==> config.mk <==
export PLATFORM = sky130hd
export DESIGN_NAME = mem_arbiter
export DESIGN_NICKNAME = d
export VERILOG_FILES = /design/src/rtl/mem_arbiter_pkg.sv /design/src/rtl/mem_arbiter.sv
export SDC_FILE = /design/constraint.sdc
export NUM_CORES = 1
export LEC_CHECK = 0
export ABC_CLOCK_PERIOD_IN_PS = 1400
export BUFFER_PORTS_ARGS = -buffer_cell sky130_fd_sc_hd__buf_4
export CAP_MARGIN = 20
export CELL_PAD_IN_SITES_DETAIL_PLACEMENT = 0
export CELL_PAD_IN_SITES_GLOBAL_PLACEMENT = 1
export CORE_ASPECT_RATIO = 0.7
export CORE_MARGIN = 5
export CORE_UTILIZATION = 30
export CTS_BUF_LIST = sky130_fd_sc_hd__clkbuf_8
export DETAILED_ROUTE_END_ITERATION = 8
export PLACE_DENSITY = 0.86
export SYNTH_ARGS = -nofsm -noshare
export SYNTH_HDL_FRONTEND = slang
export SYNTH_SLANG_ARGS = --single-unit
==> constraint.sdc <==
create_clock -name clk -period 1.4 [get_ports clk]
set_input_delay 0.21 -clock clk [delete_from_list [all_inputs] [get_ports clk]]
set_output_delay 0.21 -clock clk [all_outputs]
set_load 0.02 [all_outputs]
==> src/rtl/mem_arbiter_pkg.sv <==
// Shared definitions for the instruction/data memory arbiter.
// Holds the bus widths and the arbiter state encoding so that the
// arbiter and any neighbouring blocks agree on them.
package mem_arbiter_pkg;

    localparam int unsigned DATA_W = 32;
    localparam int unsigned ADDR_W = 32;
    localparam int unsigned SEL_W  = 4;

    // Instruction fetches always read the whole word.
    localparam logic [SEL_W-1:0] SEL_WORD = '1;

    typedef enum logic [1:0] {
        ST_IDLE     = 2'd0,
        ST_IF_WAIT  = 2'd1,
        ST_MEM_WAIT = 2'd2,
        ST_IF_DROP  = 2'd3
    } arb_state_e;

endpackage

==> src/rtl/mem_arbiter.sv <==
// Single-port RAM arbiter between the fetch stage and the MEM stage.
// Ports:
//   clk, rst                 clock, synchronous active-high reset
//   if_req, if_addr          fetch request (held until if_ready)
//   mem_req, mem_we,
//   mem_addr, mem_wdata,
//   mem_sel                  load/store request (held until mem_ready)
//   flush                    branch redirect: the fetch in flight is stale
//   ram_ce, ram_we, ram_addr,
//   ram_wdata, ram_sel       RAM command, held stable until ram_ack
//   ram_rdata, ram_ack       RAM read data and completion pulse
//   if_rdata, mem_rdata      registered read data
//   if_ready, mem_ready      one-cycle completion pulses
//   stallreq_if/_mem         stall requests to the pipeline controller
module mem_arbiter
    import mem_arbiter_pkg::*;
(
    input  logic              clk,
    input  logic              rst,
    input  logic              if_req,
    input  logic [ADDR_W-1:0] if_addr,
    input  logic              mem_req,
    input  logic              mem_we,
    input  logic [ADDR_W-1:0] mem_addr,
    input  logic [DATA_W-1:0] mem_wdata,
    input  logic [SEL_W-1:0]  mem_sel,
    input  logic              flush,
    output logic              ram_ce,
    output logic              ram_we,
    output logic [ADDR_W-1:0] ram_addr,
    output logic [DATA_W-1:0] ram_wdata,
    output logic [SEL_W-1:0]  ram_sel,
    input  logic [DATA_W-1:0] ram_rdata,
    input  logic              ram_ack,
    output logic [DATA_W-1:0] if_rdata,
    output logic [DATA_W-1:0] mem_rdata,
    output logic              if_ready,
    output logic              mem_ready,
    output logic              stallreq_if,
    output logic              stallreq_mem
);

    arb_state_e        state_q, state_d;
    logic [ADDR_W-1:0] addr_q, addr_d;
    logic [DATA_W-1:0] wdata_q, wdata_d;
    logic [SEL_W-1:0]  sel_q, sel_d;
    logic              we_q, we_d;
    logic [DATA_W-1:0] if_rdata_q, if_rdata_d;
    logic [DATA_W-1:0] mem_rdata_q, mem_rdata_d;
    logic              if_ready_q, if_ready_d;
    logic              mem_ready_q, mem_ready_d;

    // State and datapath registers.
    always_ff @(posedge clk) begin
        if (rst) begin
            state_q     <= ST_IDLE;
            addr_q      <= '0;
            wdata_q     <= '0;
            sel_q       <= '0;
            we_q        <= 1'b0;
            if_rdata_q  <= '0;
            mem_rdata_q <= '0;
            if_ready_q  <= 1'b0;
            mem_ready_q <= 1'b0;
        end else begin
            state_q     <= state_d;
            addr_q      <= addr_d;
            wdata_q     <= wdata_d;
            sel_q       <= sel_d;
            we_q        <= we_d;
            if_rdata_q  <= if_rdata_d;
            mem_rdata_q <= mem_rdata_d;
            if_ready_q  <= if_ready_d;
            mem_ready_q <= mem_ready_d;
        end
    end

    // Next-state and datapath update.
    always_comb begin
        state_d     = state_q;
        addr_d      = addr_q;
        wdata_d     = wdata_q;
        sel_d       = sel_q;
        we_d        = we_q;
        if_rdata_d  = if_rdata_q;
        mem_rdata_d = mem_rdata_q;
        if_ready_d  = 1'b0;
        mem_ready_d = 1'b0;

        case (state_q)
            ST_IDLE: begin
                // A requester still holding its request during its own ready
                // pulse is not re-granted; this is the idle gap after completion.
                if (mem_req && !mem_ready_q) begin
                    state_d = ST_MEM_WAIT;
                    addr_d  = mem_addr;
                    wdata_d = mem_wdata;
                    sel_d   = mem_sel;
                    we_d    = mem_we;
                end else if (if_req && !flush && !if_ready_q) begin
                    state_d = ST_IF_WAIT;
                    addr_d  = if_addr;
                    wdata_d = '0;
                    sel_d   = SEL_WORD;
                    we_d    = 1'b0;
                end
            end
            ST_MEM_WAIT: begin
                if (ram_ack) begin
                    state_d     = ST_IDLE;
                    mem_ready_d = 1'b1;
                    if (!we_q) begin
                        mem_rdata_d = ram_rdata;
                    end
                end
            end
            ST_IF_WAIT: begin
                if (ram_ack) begin
                    state_d = ST_IDLE;
                    if (!flush) begin
                        if_rdata_d = ram_rdata;
                        if_ready_d = 1'b1;
                    end
                end else if (flush) begin
                    state_d = ST_IF_DROP;
                end
            end
            ST_IF_DROP: begin
                // Let the stale access finish on the RAM, then discard it.
                if (ram_ack) begin
                    state_d = ST_IDLE;
                end
            end
            default: state_d = ST_IDLE;
        endcase
    end

    // Outputs.
    always_comb begin
        ram_ce       = (state_q != ST_IDLE);
        ram_we       = (state_q == ST_MEM_WAIT) && we_q;
        ram_addr     = addr_q;
        ram_wdata    = wdata_q;
        ram_sel      = sel_q;
        if_rdata     = if_rdata_q;
        mem_rdata    = mem_rdata_q;
        if_ready     = if_ready_q;
        mem_ready    = mem_ready_q;
        stallreq_if  = if_req && !if_ready_q;
        stallreq_mem = mem_req && !mem_ready_q;
    end

endmodule

# == Yosys cells after proc, flatten, opt, wreduce, memory -nomap -nowiden ==
# Index checks and enable logic that the tools add are counted.
# word_totals
reg_bits,137
out_inout_bits,138
elab_cells,54
# op_classes
eq_ne,6
muxes,16
bitwise,5
n_reduce_logical,18
# op_table
op,count
$mux 32,4
$mux 2,5
$reduce_and 3->1,3
$mux 4,2
$ne 3x3->1 const B,2
$pmux 2 s3,1
$logic_and 1x1->1,5
$not 1->1,5
$eq 2x2->1 const B,2
$mux 1,4
$reduce_bool 2->1,2
$reduce_or 2->1,2
$logic_not 1->1,3
$reduce_or 3->1,1
$eq 2x1->1 const B,1
$logic_not 2->1,1
$ne 2x1->1 const B,1
$reduce_and 2->1,1

# == Logic depth before layout (Yosys ltp) ==
# Gate-level depths: netlist of the first run.
# logic_depth
word_depth,6
mapped_depth,7
mapped_depth_nobuf,4

# == Least setup slack after synthesis of the first run ==
# OpenSTA, ideal clock, no wires.
# synth_timing
kind,reg2reg
startpoint,reg mem_ready_q (netlist: mem_ready)
endpoint,reg addr_q[23] (netlist: ram_addr[23])
setup_ns,0.095
arrival_time_ns,1.416
path_slack_ns,-0.112
stages_incl_launch_ff,7
path_buffers,2
synth_period_minus_slack_ns,1.512
path_cell_list,dfxtp_1 > nand2b_1 > inv_2 > buf_4 > buf_2 > a21oi_1 > a221oi_1
# synth_via
elab_chain_len,4
word_cells_on_any_way,5
cone_classes,mux: 1; reduce/logical: 4
# synth_lines
item,line_no,source
from (decl),mem_arbiter.sv:51,"logic mem_ready_q, mem_ready_d;"
from (signal assigned),mem_arbiter.sv:74,mem_ready_q <= mem_ready_d;
$logic_not 1->1 *,--,
$logic_and 1x1->1 *,--,
net stallreq_mem,mem_arbiter.sv:40,output logic stallreq_mem
$reduce_bool 2->1 (no line),--,
$reduce_and 2->1 (no line),--,
to (signal assigned),mem_arbiter.sv:67,addr_q <= addr_d;
to (decl),mem_arbiter.sv:44,"logic [ADDR_W-1:0] addr_q, addr_d;"
# The timed path passes the listed nets; every way through them passes the cells marked *.
# A chain may end at the register's enable or synchronous reset.

# == Worst setup path after layout of the first run ==
# layout_timing
startpoint,reg state_q[0]
endpoint,reg mem_rdata_q[9] (netlist: mem_rdata[9])
# layout_via
elab_chain_len,2
# layout_lines
item,line_no,source
from (decl),mem_arbiter.sv:43,"arb_state_e state_q, state_d;"
from (signal assigned),mem_arbiter.sv:66,state_q <= state_d;
$eq 2x2->1,mem_arbiter.sv:90,case (state_q)
$reduce_and 3->1 (no line),--,
to (signal assigned),mem_arbiter.sv:72,mem_rdata_q <= mem_rdata_d;
to (decl),mem_arbiter.sv:49,"logic [DATA_W-1:0] mem_rdata_q, mem_rdata_d;"
# No other way between the ends.

==> impl_metrics.tcl, run 1 <==
set metrics [dict create \
    synthTopCellsByArea "dfxtp_1 (49%), a21oi_1 (12%), nand2_1 (11%)" \
    die-area_mm2 0.02148 \
    grt-ovfl-total 0 \
    worstSetupStartpoint "state_q[0]" \
    holdCritStartpoint "mem_wdata[11]" \
    cts_tree "built" \
    synth-edff-count 0 \
    routedLengthMet1_um 11450 \
    die-height_um 124.1 \
    highest_layer "met4" \
    first_global_vias 6106 \
    dp_worst_setup_slack_ns -0.07420 \
    async_flop_share_pct 0 \
    fin_ws_ns -0.1293 \
    hp-class "in2reg" \
    violations "setup timing" \
    drc 0 \
    dr.pass1.iters 7 \
    crit_chain "buf_6 > buf_6 > nor4bb_4 > buf_4 > clkbuf_16 > nand2_1 > a21oi_1" \
    critPathBufInv 4 \
    critPathSlowestCell "dfxtp_4" \
    port_buffers 276 \
    boundaryPins 277 \
    grt_pass1_wl_um 33630 \
    ys_types 35 \
    synth_top_area_cell "dfxtp_1" \
    cpMostUsedCell "buf_6" \
    grt_usage_pct 19.47 \
    clk_path_buf_depth 2 \
    timing.hold.ws_ns 0.02756 \
    hold_viol 0 \
    critical_path.top_delay_family "buffers and inverters" \
    vias 6484 \
    antenna_found_initial 0 \
    clkTransAtPathRegs_ns 0.10 \
    ys_seq_area_share_pct 49.14 \
    synth.top_cell.area_share_pct 49.14 \
    ys_seq_elements 137 \
    finalSetupViolations 119 \
    final_max_slew_viol_count 0 \
    wl_per_cell_um 19.57 \
    r2r-start "state_q[0]" \
    grt_max_degree 39 \
    layout-drive-gt1-share_pct 51.80 \
    worstPathMaxFanout 8 \
    dieWidth_um 173.0 \
    first_iter_violations 436 \
    power.leakage_uw 0.004438 \
    ys.flop_type "dfxtp_1" \
    insertion_delay_ns 0.46 \
    antennaDiodeCount 0 \
    cp-start-kind "flop" \
    critPathMaxStageDelay_ns 0.37 \
    tightest_slew_ns 0.3900 \
    power.density_mw_per_mm2 1005 \
    status "finished, violations left" \
    area_delta_synth_final_pct 89.60 \
    critPathArrivalTime_ns 1.91 \
    synthXorXnorAreaFrac_pct 0 \
    cts_htree_levels 4 \
    numCtsBuffers 17 \
    viasPerCell 5.019 \
    dp_hpwl_um 14000 \
    core_mm2 0.01816 \
    initial_core_util_pct 30.74 \
    fin_crit_ns 1.529 \
    rows 41 \
    endpoint_kind "flop" \
    ant_nets 0 \
    syn_inst 661 \
    yosys_warnings 0 \
    yosys.cell_count.top_type "nand2_1" \
    ir_drop_uv 612.8 \
    relSlewSlack_pct 74.00 \
    synth_top_family_by_area "compound AO/OA/AOI/OAI gates" \
    crit_type "reg2reg" \
    drt-total-wl_um 25290 \
    synth_compound_area_share_pct 27.77 \
    route.met3.wl_um 2016 \
    cap_violations 0 \
    synth_area_per_cell_um2 8.444 \
    rsz0062_at_grt "yes" \
    nets 1182 \
    max_freq_mhz 653.9 \
    netlist_area_mm2 0.005582 \
    fin_worst_skew_ns 0.01425 \
    synthAdderAreaFrac_pct 0 \
    yosys.area_share.simple_pct 14.84 \
    synth_mux_area_share_pct 0 \
    syn_nets 800 \
    gp_congestion 0.8316 \
    finalCritPeriodShare_pct 109.2 \
    cts_root_buf "clkbuf_8" \
    routed-wl-met2_um 11610 \
    synth.top_cells.by_count "nand2_1 (162), dfxtp_1 (137), a21oi_1 (129), o21ai_0 (32), clkbuf_1 (31)" \
    clock_sinks 137 \
    required_ns 1.78 \
]
final cells by class:
| class | instances | area, µm² |
|---|---|---|
| Clock buffer | 17 | 234.0 |
| Sequential cell | 137 | 2755 |
| Multi-Input combinational cell | 432 | 2963 |
| Fill cell | 1559 | 7577 |
| Inverter | 30 | 117.6 |
| Clock inverter | 15 | 187.7 |
| Timing Repair Buffer | 425 | 4030 |
| Tap cell | 236 | 295.3 |
cell usage in the layout (no fill, tap or decap), types with 6 or more instances in the layout:
cell	count
buf_4	299
nand2_1	139
dfxtp_1	133
a21oi_1	96
dlygate4sd3_1	64
a21oi_2	34
o211ai_2	30
inv_1	28
a221oi_2	21
buf_6	21
nand2_2	18
buf_12	18
clkbuf_8	17
o21ai_2	16
clkbuf_16	16
nor2_1	12
o21ai_1	7
o21ai_0	7
inv_6	6
a221oi_1	6
per-stage QoR:
stage	area, µm²	cells	power (µW)	utilization, %	setup TNS (ns)
finish	10580	1292	10630	58.27	-8.478
global route	10580	1292	11070	58.27	-16.74
CTS	9430	1254	10200	51.93	-2.689
detailed placement	8082	1143	6354	44.50	-0.7026
global placement	8082	1143	6336	44.50	-0.1196
floorplan	5593	661	5364	-	-2.551
worst paths after layout:
path,to,slack (ns),cells past startpoint
worst max-delay path,mem_rdata[9],-0.13,7
worst min-delay path,ram_wdata[11],0.03,3
worst max register to register,mem_rdata[9],-0.13,7
worst min register to register,mem_rdata[26],0.46,2
registers in the layout, indices dropped and copies added (netlist names):
register	cells
state_q	2
ram_wdata	32
if_rdata	32
ram_addr	32
mem_rdata	32
if_ready	1
we_q	1
mem_ready	1
ram_sel	4
worst min-delay path, delay by kind of cell:
family / cells / cell delay, ns
buffers and inverters: 1 / 0.11
AO/OA/AOI/OAI: 1 / 0.06
AND/OR/NAND/NOR: 1 / 0.06
layer usage:
metal	GRT usage, %	vias to the layer above
met1	25.56	3156
li1	-	3061
met3	6.978	15
met2	30.78	252
met4	4.983	0
met5	0	-
cells by family (layout without fill, tap and decap cells):
| group | after synthesis | count (layout) |
|---|---|---|
| AO/OA/AOI/OAI | 234 | 234 |
| buffers and inverters | 94 | 487 |
| flip-flops | 137 | 137 |
| AND/OR/NAND/NOR | 196 | 198 |
power by group:
part	leakage, µW	internal, µW	total (µW)	switching, µW
Sequential	0.00112	4120	4270	149
Combinational	0.00311	1390	2810	1420
Clock	0.000210	1800	3560	1760
what timing repair did:
action	CTS	global route
setup endpoints to repair	40	138
hold buffers	64	0
endpoints found under the hold margin	92	0
setup buffers	11	16
resized for setup	37	151
cloned	4	24
pin swaps	2	35
(Power assumes the default switching activity.)
==> run 2: changes to the inputs <==
--- a/config.mk
+++ b/config.mk
@@ -16,6 +16,7 @@
 export CTS_BUF_LIST = sky130_fd_sc_hd__clkbuf_8
 export DETAILED_ROUTE_END_ITERATION = 8
 export PLACE_DENSITY = 0.86
+export SETUP_SLACK_MARGIN = 0.02
 export SYNTH_ARGS = -nofsm -noshare
 export SYNTH_HDL_FRONTEND = slang
 export SYNTH_SLANG_ARGS = --single-unit
==> impl_metrics.tcl, run 2 (synthesized netlist as in run 1, its figures left out) <==
set metrics [dict create \
    status "finished, violations left" \
    violations "setup timing" \
    port_buffers 276 \
    finalCritPeriodShare_pct 108.3 \
    dp_hpwl_um 13860 \
    hold_viol 0 \
    crit_type "reg2reg" \
    cp-start-kind "flop" \
    core_mm2 0.01816 \
    viasPerCell 5.011 \
    layout-drive-gt1-share_pct 57.89 \
    clk_path_buf_depth 2 \
    dieWidth_um 173.0 \
    crit_cells 5 \
    cp-endpoint "ram_wdata[26]" \
    initial_core_util_pct 30.74 \
    fin_crit_ns 1.516 \
    critPathArrivalTime_ns 1.84 \
    rsz0062_at_grt "yes" \
    worstPathMaxFanout 10 \
    critPathBufInv 2 \
    first_global_vias 6121 \
    die-height_um 124.1 \
    worstSetupStartpoint "mem_ready" \
    grt_max_degree 50 \
    power.leakage_uw 0.004533 \
    cts_htree_levels 4 \
    layout_common_cells "buf_4 (284), dfxtp_1 (133), nand2_1 (104), a21oi_1 (67), a21oi_2 (63)" \
    ff2ff_setup_slack_ns -0.12 \
    final_util_pct 58.83 \
    antennaDiodeCount 0 \
    final_max_slew_viol_count 0 \
    first_iter_violations 329 \
    insertion_delay_ns 0.44 \
    ant_nets 0 \
    relSlewSlack_pct 69.43 \
    vias 6359 \
    critPathMaxStageDelay_ns 0.57 \
    rows 41 \
    endpoint_kind "flop" \
    crit_chain "buf_6 > or4b_4 > buf_16 > o211ai_1 > a21oi_2" \
    clkTransAtPathRegs_ns 0.09 \
    power.density_mw_per_mm2 1000 \
    cap_violations 0 \
    gp_congestion 0.8548 \
    drc 0 \
    boundaryPins 277 \
    final_common_cell "buf_4" \
    die-area_mm2 0.02148 \
    antenna_found_initial 0 \
    dp_worst_setup_slack_ns -0.07368 \
    grt_usage_pct 19.13 \
    grt_pass1_wl_um 32980 \
    wl_per_cell_um 18.78 \
    fin_worst_skew_ns 0.01304 \
    ir_drop_uv 577.5 \
    numCtsBuffers 17 \
    max_freq_mhz 659.7 \
    required_ns 1.72 \
    fin_ws_ns -0.1159 \
    r2r-start "mem_ready" \
    clock_sinks 137 \
    critPathSlowestCell "or4b_4" \
    hp-class "in2reg" \
    cts_root_buf "clkbuf_8" \
    tightest_slew_ns 0.4586 \
    timing.hold.ws_ns 0.02817 \
    area_delta_synth_final_pct 91.41 \
    timing.rr.end "ram_wdata[26]" \
    cts_tree "built" \
    dr.pass1.iters 4 \
    critical_path.top_delay_family "simple AND/OR/NAND/NOR gates" \
    rr_worst_depth 5 \
    nets 1159 \
    finalSetupViolations 119 \
    grt-ovfl-total 0 \
    drt-total-wl_um 23840 \
]
==> run 2: cell count changes in the layout (fill, tap and decap cells not counted), moves of 5 or more <==
| cell | delta |
|---|---|
| nand2_4 | +27 |
| dlygate4sd3_1 | -5 |
| a21oi_1 | -29 |
| a21oi_2 | +29 |
| nand2_1 | -35 |
| nand2_2 | +8 |
| o21ai_0 | -5 |
| clkbuf_16 | -6 |
| buf_4 | -15 |
==> run 2: worst min path at each step <==
| stage | start | endpoint | slack, ns | cells after the start |
|---|---|---|---|---|
| after CTS | mem_wdata[16] | ram_wdata[16] | 0.0004 | 3 |
| final | mem_wdata[6] | ram_wdata[6] | 0.03 | 3 |
| after global placement | if_rdata[23] | if_rdata[23] | 0.44 | 2 |
| after global routing | mem_wdata[21] | ram_wdata[21] | 0.0005 | 3 |
| after detailed placement | mem_rdata[29] | mem_rdata[29] | 0.45 | 2 |
| after floorplan | mem_we | we_q | 0.35 | 2 |
==> run 2: worst min-delay path: cells and delay by family <==
kind | cells | cell delay [ns]
buffers and inverters | 1 | 0.11
AO/OA/AOI/OAI | 1 | 0.04
AND/OR/NAND/NOR | 1 | 0.06
==> run 2: per-stage QoR <==
stage	cells	cell area, µm²	power [µW]	setup TNS (ns)
after floorplan	661	5598	5362	-2.551
after global placement	1142	8090	6333	-0.2035
after detailed placement	1142	8090	6346	-0.4044
after CTS	1245	9404	10270	-6.625
after global routing	1269	10680	11140	-15.03
final	1269	10680	10690	-7.389
==> run 2: per-layer routing <==
metal	routed length, µm	global-route usage (%)	up-vias
li1	-	-	3016
met1	10340	23.61	3089
met2	11440	31.79	229
met3	1784	7.100	25
met4	277	5.381	0
met5	0	0	-
==> run 2: area by class of cell <==
type	count	area [µm²]
fillers	1560	7476
clock inverters	14	182.7
well taps	236	295.3
clock buffers	18	247.7
flip-flops and latches	137	2755
multi-input cells	430	3298
inverters	30	125.1
repair buffers	404	3780
==> run 2: timing repair <==
item / CTS / global route
buffers inserted: 14 / 8
setup endpoints to repair: 57 / 139
hold endpoints to repair: 80 / 5
hold buffers: 54 / 5
pin swaps: 4 / 99
resized for setup: 59 / 239
cloned: 5 / 13
==> run 2: power by group <==
part / total [µW] / switching, µW / internal (µW)
logic: 2820 / 1450 / 1370
registers: 4260 / 147 / 4120
clock network: 3610 / 1760 / 1850
total: 10700 / 3350 / 7340
==> run 3: changes to the inputs <==
--- a/config.mk
+++ b/config.mk
@@ -10,12 +10,13 @@
 export CAP_MARGIN = 20
 export CELL_PAD_IN_SITES_DETAIL_PLACEMENT = 0
 export CELL_PAD_IN_SITES_GLOBAL_PLACEMENT = 1
-export CORE_ASPECT_RATIO = 0.7
+export CORE_ASPECT_RATIO = 1.5
 export CORE_MARGIN = 5
 export CORE_UTILIZATION = 30
 export CTS_BUF_LIST = sky130_fd_sc_hd__clkbuf_8
 export DETAILED_ROUTE_END_ITERATION = 8
 export PLACE_DENSITY = 0.86
+export REMOVE_ABC_BUFFERS = 1
 export SETUP_SLACK_MARGIN = 0.02
 export SYNTH_ARGS = -nofsm -noshare
 export SYNTH_HDL_FRONTEND = slang
==> impl_metrics.tcl, run 3 (synthesized netlist as in run 1, its figures left out) <==
set metrics [dict create \
    dieWidth_um 121.4 \
    hp-class "in2reg" \
    ir_drop_uv 604.1 \
    grt_pass1_wl_um 33920 \
    cts_tree "built" \
    relSlewSlack_pct 76.52 \
    antennaDiodeCount 0 \
    finalCritPeriodShare_pct 108.7 \
    fill_cells 1555 \
    clock_sinks 137 \
    grt_max_degree 46 \
    rsz0062_at_grt "yes" \
    cp-start-kind "flop" \
    boundaryPins 277 \
    numCtsBuffers 17 \
    switchingPower_uw 3241 \
    seq_power_share_pct 40.1 \
    area_delta_synth_final_pct 93.61 \
    grt_usage_pct 20.07 \
    crit_type "reg2reg" \
    dp_hpwl_um 13960 \
    layout-drive-gt1-share_pct 57.93 \
    drt-total-wl_um 24590 \
    fin_crit_ns 1.522 \
    power.density_mw_per_mm2 983.2 \
    cap_violations 0 \
    combPwrFrac_pct 26.7 \
    max_freq_mhz 656.9 \
    rows 61 \
    die-height_um 177.1 \
    core_mm2 0.01839 \
    layout_common_cells "buf_4 (292), dfxtp_1 (133), nand2_1 (103), a21oi_2 (67), a21oi_1 (62)" \
    wl_per_cell_um 19.02 \
    p_clk_share_pct 33.2 \
    viasPerCell 4.972 \
    vias 6429 \
    cts_root_buf "clkbuf_8" \
    ant_nets 0 \
    port_buffers 276 \
    gp_congestion 0.7962 \
    die-area_mm2 0.02149 \
    first_iter_violations 349 \
    final_max_slew_viol_count 0 \
    timing.hold.ws_ns 0.04433 \
    first_global_vias 6328 \
    insertion_delay_ns 0.44 \
    final_common_cell "buf_4" \
    min_path_cells 3 \
    critPathArrivalTime_ns 1.84 \
    total_power_uw 10630 \
    initial_core_util_pct 30.34 \
    status "finished, violations left" \
    hold_viol 0 \
    p_int_uw 7385 \
    antenna_found_initial 0 \
    dp_worst_setup_slack_ns -0.04531 \
    clkTransAtPathRegs_ns 0.08 \
    violations "setup timing" \
    fin_ws_ns -0.1223 \
    required_ns 1.71 \
    nets 1167 \
    clk_path_buf_depth 2 \
    tightest_slew_ns 0.3494 \
    dr.pass1.iters 4 \
    grt-ovfl-total 0 \
    cts_htree_levels 4 \
    fin_worst_skew_ns 0.009747 \
    power.leakage_uw 0.004658 \
    worstPathMaxFanout 10 \
    endpoint_kind "flop" \
    drc 0 \
    finalSetupViolations 78 \
    rr_worst_depth 5 \
    swShare_pct 30.50 \
]
run 3: cell types whose count changed in the layout (fill, tap and decap cells not counted), sizes merged:
cell,before,now
buf,334,341
clkinv,2,6
inv,36,33
clkinvlp,3,1
bufbuf,1,2
clkbuf,28,27
dlygate4sd3,59,60
or3b,1,2
run 3: metrics by stage:
| step | cell area [µm²] | utilization [%] | instances | TNS (ns) |
|---|---|---|---|---|
| after floorplan | 5234 | - | 597 | -180.93 |
| after global placement | 8093 | 44.00 | 1160 | -0.07791 |
| after detailed placement | 8093 | 44.00 | 1160 | -0.5658 |
| after CTS | 9718 | 52.83 | 1275 | -4.187 |
| after global routing | 10810 | 58.75 | 1293 | -10.61 |
| final | 10810 | 58.75 | 1293 | -4.653 |
run 3: power by group through the flow:
stage | combinational, µW | sequential [µW] | clock (µW)
2_1_floorplan | 608 | 4600 | 0
3_3_place_gp | 1990 | 4340 | 0
3_5_place_dp | 2000 | 4350 | 0
4_1_cts | 2420 | 4260 | 3620
5_1_grt | 2990 | 4290 | 3810
6_report | 2840 | 4260 | 3530
run 3: worst max-delay path, cell delays in order (launching register included):
cell and delay, ns:
dfxtp_2 0.33, buf_4 0.13, or4b_4 0.58, buf_16 0.20
nor2_1 0.11, a211oi_1 0.06
run 3: cell type report:
cell class	count	area (µm²)	share of cell area, %
well taps	252	315.3	2.918
clock buffers	19	261.5	2.420
multi-input cells	431	3332	30.83
clock inverters	13	165.2	1.528
repair buffers	411	3862	35.74
inverters	30	115.1	1.065
flip-flops and latches	137	2755	25.49
run 3: worst paths after layout:
check / from / slack [ns] / to
setup / recovery: mem_ready / -0.12 / ram_sel[2]
hold / removal: mem_wdata[1] / 0.04 / ram_wdata[1]
setup reg to reg: mem_ready / -0.12 / ram_sel[2]
hold reg to reg: mem_rdata[15] / 0.46 / mem_rdata[15]
run 3: per-layer routing:
| layer | routed length [µm] | track usage (%) |
|---|---|---|
| met3 | 1373 | 5.213 |
| met4 | 943 | 7.757 |
| met2 | 13350 | 37.74 |
| met5 | 0 | 0 |
| met1 | 8925 | 20.96 |
run 3: what timing repair did:
item,in CTS,in global routing
endpoints found under the setup margin,87,139
pin swaps,6,99
cloned,11,13
resized for setup,71,241
buffers inserted,14,12
endpoints found under the hold margin,84,0
hold buffers,60,0
